## config.mk

```make
export PLATFORM = sky130hd
export DESIGN_NAME = zl_rs_encoder
export DESIGN_NICKNAME = d
export VERILOG_FILES = /design/src/rtl/zl_rs_encoder.sv
export SDC_FILE = /design/constraint.sdc
export NUM_CORES = 1
export LEC_CHECK = 0
export CORE_MARGIN = 4
export CORE_UTILIZATION = 60
export DETAILED_ROUTE_END_ITERATION = 12
export GPL_TIMING_DRIVEN = 0
export HOLD_SLACK_MARGIN = 0.03
export PLACE_DENSITY = 0.76
export SYNTH_ARGS = -nofsm -noshare
export SYNTH_HDL_FRONTEND = slang
export SYNTH_SLANG_ARGS = --single-unit
```

## constraint.sdc

```tcl
create_clock -name clk -period 2.95 [get_ports clk]
set_input_delay 0.59 -clock clk [delete_from_list [all_inputs] [get_ports clk]]
set_output_delay 0.59 -clock clk [all_outputs]
set_load 0.02 [all_outputs]
```

## src/rtl/zl_rs_encoder.sv

```systemverilog
// Systematic RS(N,K) encoder over GF(2^Gf_width): message symbols pass through with zero latency,
// followed by N-K parity symbols from a generator-polynomial LFSR, highest degree first.
module zl_rs_encoder #(
    parameter int unsigned N        = 204,
    parameter int unsigned K        = 188,
    parameter int unsigned Gf_width = 8,
    parameter int unsigned Gf_poly  = 285
) (
    input  logic                clk,
    input  logic                rst_n,
    input  logic                data_in_req,
    output logic                data_in_ack,
    input  logic [Gf_width-1:0] data_in,
    output logic                data_out_req,
    input  logic                data_out_ack,
    output logic [Gf_width-1:0] data_out,
    output logic                data_out_sop,
    output logic                data_out_par
);

    localparam int unsigned P      = N - K;
    localparam int unsigned CntMax = (K > P) ? K : P;
    localparam int unsigned CntW   = (CntMax > 1) ? $clog2(CntMax) : 1;

    localparam logic [Gf_width-1:0] PolyLow = Gf_poly[Gf_width-1:0];
    localparam logic [Gf_width-1:0] Alpha   = Gf_width'(2);

    typedef logic [P-1:0][Gf_width-1:0] coef_t;

    // Shift-and-add multiply; with one operand constant this folds to an XOR network.
    function automatic logic [Gf_width-1:0] gf_mul(input logic [Gf_width-1:0] a,
                                                   input logic [Gf_width-1:0] b);
        logic [Gf_width-1:0] acc;
        logic [Gf_width-1:0] sh;
        acc = '0;
        sh  = a;
        for (int i = 0; i < int'(Gf_width); i++) begin
            if (b[i]) begin
                acc = acc ^ sh;
            end
            sh = {sh[Gf_width-2:0], 1'b0} ^ (sh[Gf_width-1] ? PolyLow : '0);
        end
        return acc;
    endfunction

    // g(x) = prod_{i=0}^{P-1} (x - alpha^i); the monic x^P term is implicit.
    function automatic coef_t gen_poly();
        logic [P:0][Gf_width-1:0] g;
        logic [Gf_width-1:0]      root;
        g    = '0;
        g[0] = Gf_width'(1);
        root = Gf_width'(1);
        for (int i = 0; i < int'(P); i++) begin
            for (int j = int'(P); j > 0; j--) begin
                g[j] = g[j-1] ^ gf_mul(g[j], root);
            end
            g[0] = gf_mul(g[0], root);
            root = gf_mul(root, Alpha);
        end
        return g[P-1:0];
    endfunction

    localparam coef_t Gen = gen_poly();

    localparam logic [CntW-1:0] DataLast = CntW'(K - 1);
    localparam logic [CntW-1:0] ParLast  = CntW'(P - 1);

    typedef enum logic [0:0] {
        StData,
        StParity
    } state_e;

    state_e                        state_q, state_d;
    logic   [CntW-1:0]             cnt_q, cnt_d;
    logic   [P-1:0][Gf_width-1:0]  r_q, r_d;
    logic   [Gf_width-1:0]         fb;
    logic                          xfer;

    assign fb   = data_in ^ r_q[P-1];
    assign xfer = data_out_req & data_out_ack;

    always_ff @(posedge clk or negedge rst_n) begin
        if (!rst_n) begin
            state_q <= StData;
            cnt_q   <= '0;
            r_q     <= '0;
        end else begin
            state_q <= state_d;
            cnt_q   <= cnt_d;
            r_q     <= r_d;
        end
    end

    always_comb begin
        state_d = state_q;
        cnt_d   = cnt_q;
        r_d     = r_q;
        unique case (state_q)
            StData: begin
                if (xfer) begin
                    r_d[0] = gf_mul(fb, Gen[0]);
                    for (int i = 1; i < int'(P); i++) begin
                        r_d[i] = r_q[i-1] ^ gf_mul(fb, Gen[i]);
                    end
                    if (cnt_q == DataLast) begin
                        state_d = StParity;
                        cnt_d   = '0;
                    end else begin
                        cnt_d = cnt_q + CntW'(1);
                    end
                end
            end
            StParity: begin
                if (xfer) begin
                    // Shifting in zeros leaves r all-zero after the last parity symbol.
                    r_d = {r_q[P-2:0], {Gf_width{1'b0}}};
                    if (cnt_q == ParLast) begin
                        state_d = StData;
                        cnt_d   = '0;
                    end else begin
                        cnt_d = cnt_q + CntW'(1);
                    end
                end
            end
            default: begin
                state_d = StData;
                cnt_d   = '0;
                r_d     = '0;
            end
        endcase
    end

    always_comb begin
        data_out     = data_in;
        data_out_req = data_in_req;
        data_in_ack  = data_out_ack;
        data_out_par = 1'b0;
        data_out_sop = 1'b0;
        unique case (state_q)
            StData: begin
                data_out_sop = (cnt_q == '0) && data_in_req;
            end
            StParity: begin
                data_out     = r_q[P-1];
                data_out_req = 1'b1;
                data_in_ack  = 1'b0;
                data_out_par = 1'b1;
            end
            default: begin
                data_out_req = 1'b0;
                data_in_ack  = 1'b0;
            end
        endcase
    end

endmodule

```

# == After elaboration in Yosys (flattened, before gate mapping) ==
# Cells that the tools add are included.
# totals
regBits,137
inputBits,12
output_inout_bits,12
word_cells,177
# classes
n_addsub,1
eq_ne,4
muxes,95
bitwise_logic,56
n_reduce_logical,3
# op_table
operator,n
two-way mux 8 bit,75
bitwise XOR 8 bit,51
two-way mux 128 bit,2
one-hot mux 128 bit (2 select lines),1
two-way mux 5 bit,7
bitwise XOR 8 x 5 -> 8 bit,3
one-hot mux 8 bit (2 select lines),1
adder 8 x 1 -> 8 bit (second input constant),1
equality test 8 x 4 -> 1 bit (second input constant),1
equality test 8 bit (second input constant),1
zero test 8 bit,1
two-way mux 1 bit,8
!= test 2 x 1 -> 1 bit (second input constant),1
!= test 2 bit (second input constant),1
one-hot mux 1 bit (2 select lines),1
AND reduction 2 bit,1
AND 1 bit,1
logical AND 1 bit,1
inverter 1 bit,1

# == Longest topological paths before layout ==
# logic_depth
depth_word,23
ltp_mapped,8
depth_no_buf,6

# == Worst setup path after synthesis ==
# OpenSTA, ideal clock, no wires.
# synth_path
path_type,input port to flip-flop
from,in data_in[3]
to,reg r_q[13] (netlist name)
setup_time_ps,133
arrival_time_ps,2429
required_ps,2817
slack_ps,388
path_stages,8
n_path_buf,2
cell_sequence,xnor2_1 -> buf_4 -> xnor2_1 -> buf_2 -> xnor3_1 -> nor2_1 -> xnor2_1 -> o21ai_0
# synth_between
elab_chain_len,11
# synth_rtl
element,line_no,source
"start, declared",13,"input logic [Gf_width-1:0] data_in,"
bitwise XOR 8 bit,79,assign fb = data_in ^ r_q[P-1];
bitwise XOR 8 x 5 -> 8 bit (2 in series),41,"sh = {sh[Gf_width-2:0], 1'b0} ^ (sh[Gf_width-1] ? PolyLow : '0);"
two-way mux 8 bit,100,if (xfer) begin
two-way mux 8 bit,98,unique case (state_q)
bitwise XOR 8 bit,39,acc = acc ^ sh;
two-way mux 8 bit,100,
two-way mux 8 bit,98,
bitwise XOR 8 bit,103,"r_d[i] = r_q[i-1] ^ gf_mul(fb, Gen[i]);"
two-way mux 128 bit,100,
one-hot mux 128 bit (2 select lines),98,
"end signal, assigned",90,r_q <= r_d;
"end, declared",75,"logic [P-1:0][Gf_width-1:0] r_q, r_d;"
# Every way passes these cells. The select of a mux whose other input is x is not followed.
# A chain may end at the register's enable or synchronous reset.

# == Final worst setup path ==
# layout_path
from,reg state_q
to,out data_out[6]
# layout_between
elab_chain_len,1
# layout_rtl
element,line_no,source
"start, declared",73,"state_e state_q, state_d;"
"start signal, assigned",84,state_q <= StData;
"start signal, assigned",88,state_q <= state_d;
two-way mux 8 bit,139,unique case (state_q)
"end, declared",16,"output logic [Gf_width-1:0] data_out,"
# Every way passes these cells.

==> metrics.md <==
| Metric | Value |
|---|---|
| Number of buffers created by CTS | `17` |
| Top post-synthesis cells by area | `dfrtp_1 (42%), xnor2_1 (17%), xnor3_1 (7.4%), o21ai_0 (7.1%), nand2_1 (6.5%)` |
| Top Ports | `24` |
| Reg2Reg Setup Slack | `0.28 ns` |
| Fill cells | `1031` |
| Path depth of the worst reg2reg path | `5` |
| H-tree depth | `4` |
| Reg area | `3430 um^2` |
| Wire per inst | `20.29 um` |
| Crit path DAT | `2.29 ns` |
| Startpoint types | `flip-flop` |
| Row count | `42` |
| IO Port Bufs | `23` |
| Setup TNS | `0 ns` |
| Clock Latency Late Sink | `0.43 ns` |
| Max Root-Sink Buffers | `2` |
| # diodes | `0` |
| Die area | `15650 um^2` |
| Root Driver | `clkbuf_16` |
| Nets@finish | `906` |
| Antenna violations before repair | `0` |
| Hold Path Class | `in2async` |
| Tmin final | `2.880 ns` |
| Critical path, cell by cell | `clkbuf_4 -> clkbuf_4 -> mux2_2 -> clkdlybuf4s50_1` |
| Core Util, Final | `69.73%` |
| Synth-to-Final Area Change | `13.12%` |
| Sequential area share after synthesis | `41.67%` |
| First-pass GRT wire length | `35.24 mm` |
| Outcome | `complete, no violations` |
| Worst slew pin tran | `0.8498 ns` |
| Worst r2r dst | `r_q[107]` |
| Max-cap violations | `0` |
| Worst path buffer plus inverter count | `3` |
| Number of global-route vias before repair | `6492` |
| CTS tree | `done` |
| Gpl congestion | `0.9381` |
| Most frequent cells in the layout | `xnor2_1 (162), nand2_1 (143), dfrtp_1 (136)` |
| Post-DP HPWL | `15.73 mm` |
| Cell Area, Synth | `8228 um^2` |
| WP depth | `4` |
| Largest net degree at the start of global routing | `91` |
| Syn. warnings | `0` |
| Reg2reg start | `state_q` |
| Post-DP Area | `8707 um^2` |
| Initial Util | `61.64%` |
| Slew Limit Fails | `0` |
| Commonest non-fill, non-tap cell in the layout | `xnor2_1` |
| Die Wd | `125.1 um` |
| WP data required | `2.36 ns` |
| Syn_area_per_cell | `9.668 um^2` |
| Synth area leader | `dfrtp_1` |
| Most frequent CP cell | `clkbuf_4` |
| Placed cells | `1051` |
| Syn Nets | `865` |
| DRC errors left | `0` |
| Die Y | `125.1 um` |
| Fin area | `9308 um^2` |
| Via Count | `6266` |
| Post-CTS Setup Inserts | `0` |
| Setup CP Type | `reg2out` |
| Highest Clock Rate | `0.3472 GHz` |
| Layout Cells excl Fill | `1080` |
| Max Clock Skew | `0.01000 ns` |
| Final ANT Viol Nets | `0` |
| Period utilization | `97.64%` |
| Share of cells above drive strength 1 | `7.854%` |
| Mapped Cells | `851` |
| CORE AREA | `13350 um^2` |
| Register bit total from synthesis | `137` |
| Grt ovf | `0` |
| Footprint of the multi-input gates | `4602 um^2` |
| CP startpoint | `state_q` |
| Unrepaired setup endpoints after global routing | `no` |
| Via-per-instance ratio | `5.802` |
| Endpoints failing setup | `0` |
| Worst path slowest cell | `clkdlybuf4s50_1` |
| CP endpoint kind | `primary output` |
| Final hold violations | `0` |
| CP peak stage delay | `0.54 ns` |
| Netlist cell types | `42` |
| Slew HR | `43.07%` |
| Initial DRC Count | `629` |
| Num Clock Sinks | `137` |
| Critical Path End | `data_out[6]` |
| GRT Util Overall | `29.06%` |
| Pre-Repair DR Iteration Count | `5` |
| Clk slew on worst S/H paths | `0.06 ns` |
| Max FO, Critical Path | `10` |
| CP delay by family, top | `buffers and inverters` |
| Final WL | `21.91 mm` |
| Share of the synthesized area in the top cell type | `41.67%` |
## state kept, by name, indices dropped and copies added (netlist names)
register and flops:
cnt_q 8, r_q 128, state_q 1
## logic make-up (layout without fill, tap and decap cells)
family          Yosys count  in the layout  share of synthesized area [%]
compound gates          145            145                          9.596
xor+xnor                225            225                          30.61
fa+ha+maj                 2              2                         0.3041
buf+inv                  55            108                          2.783
flops                   137            137                          41.67
mux                       9              9                          1.217
simple gates            278            278                          13.82
## worst min-delay path by stage
stage	startpoint	to	slack (ns)	depth (start not counted)
2_1_floorplan	rst_n	cnt_q[0]	0.29	0
3_3_place_gp	r_q[30]	r_q[30]	0.47	2
3_5_place_dp	r_q[79]	r_q[79]	0.49	2
4_1_cts	rst_n	r_q[113]	0.1	1
5_1_grt	rst_n	r_q[112]	0.12	1
6_report	rst_n	r_q[112]	0.08	1
## per-stage QoR
step | setup WS [ns] | hold slack, ns
after global routing | 0.01720 | 0.1162
after detailed placement | -0.6272 | 0.4910
final | 0.06966 | 0.08456
after global placement | -3.992 | 0.4680
after CTS | 0.08057 | 0.09590
after floorplan | 0.3880 | 0.2944
## metal layers
| layer | vias to the layer above | track usage [%] | share of wire [%] |
|---|---|---|---|
| met3 | 61 | 6.994 | 6.7 |
| met5 | - | 0 | 0 |
| met1 | 3097 | 38.08 | 41 |
| li1 | 2872 | - | - |
| met2 | 236 | 46.19 | 48 |
| met4 | 0 | 13.27 | 4.0 |
## synthesized netlist by cell type, drive strengths merged
| master | instances |
|---|---|
| buf | 12 |
| inv | 4 |
| nor3 | 2 |
| xnor2 | 176 |
| a31oi | 8 |
| nor2b | 2 |
| ha | 2 |
| and3 | 4 |
| a21o | 3 |
| xor3 | 1 |
| nor2 | 91 |
| nor4 | 2 |
| or4 | 1 |
| clkbuf | 39 |
| mux2i | 1 |
| mux2 | 8 |
| o211a | 1 |
| o31ai | 2 |
| a21oi | 1 |
| dfrtp | 137 |
| a22oi | 1 |
| and2 | 2 |
| nand3 | 14 |
| o21ai | 116 |
| xor2 | 19 |
| nand2 | 143 |
| or2 | 1 |
| nor3b | 2 |
| nand4 | 2 |
| o22ai | 1 |
| or3 | 6 |
| nand2b | 6 |
| o211ai | 8 |
| o31a | 2 |
| xnor3 | 29 |
| a21boi | 2 |
## final cells by class
| type | count | share of cell area [%] |
|---|---|---|
| repair buffers | 24 | 2.769 |
| clock buffers | 20 | 4.691 |
| plain buffers | 49 | 2.366 |
| well taps | 176 | 2.366 |
| inverters | 4 | 0.1613 |
| multi-input cells | 659 | 49.44 |
| flip-flops and latches | 137 | 36.85 |
| clock inverters | 11 | 1.358 |
## repair_timing
action                     4_1_cts  5_1_grt
resized for setup               10        4
hold buffers                     0        0
setup endpoints to repair       98        7
Power is left out: the tool's default activity adds up to more than one toggle a clock period on the data nets, which glitch-free logic cannot reach.
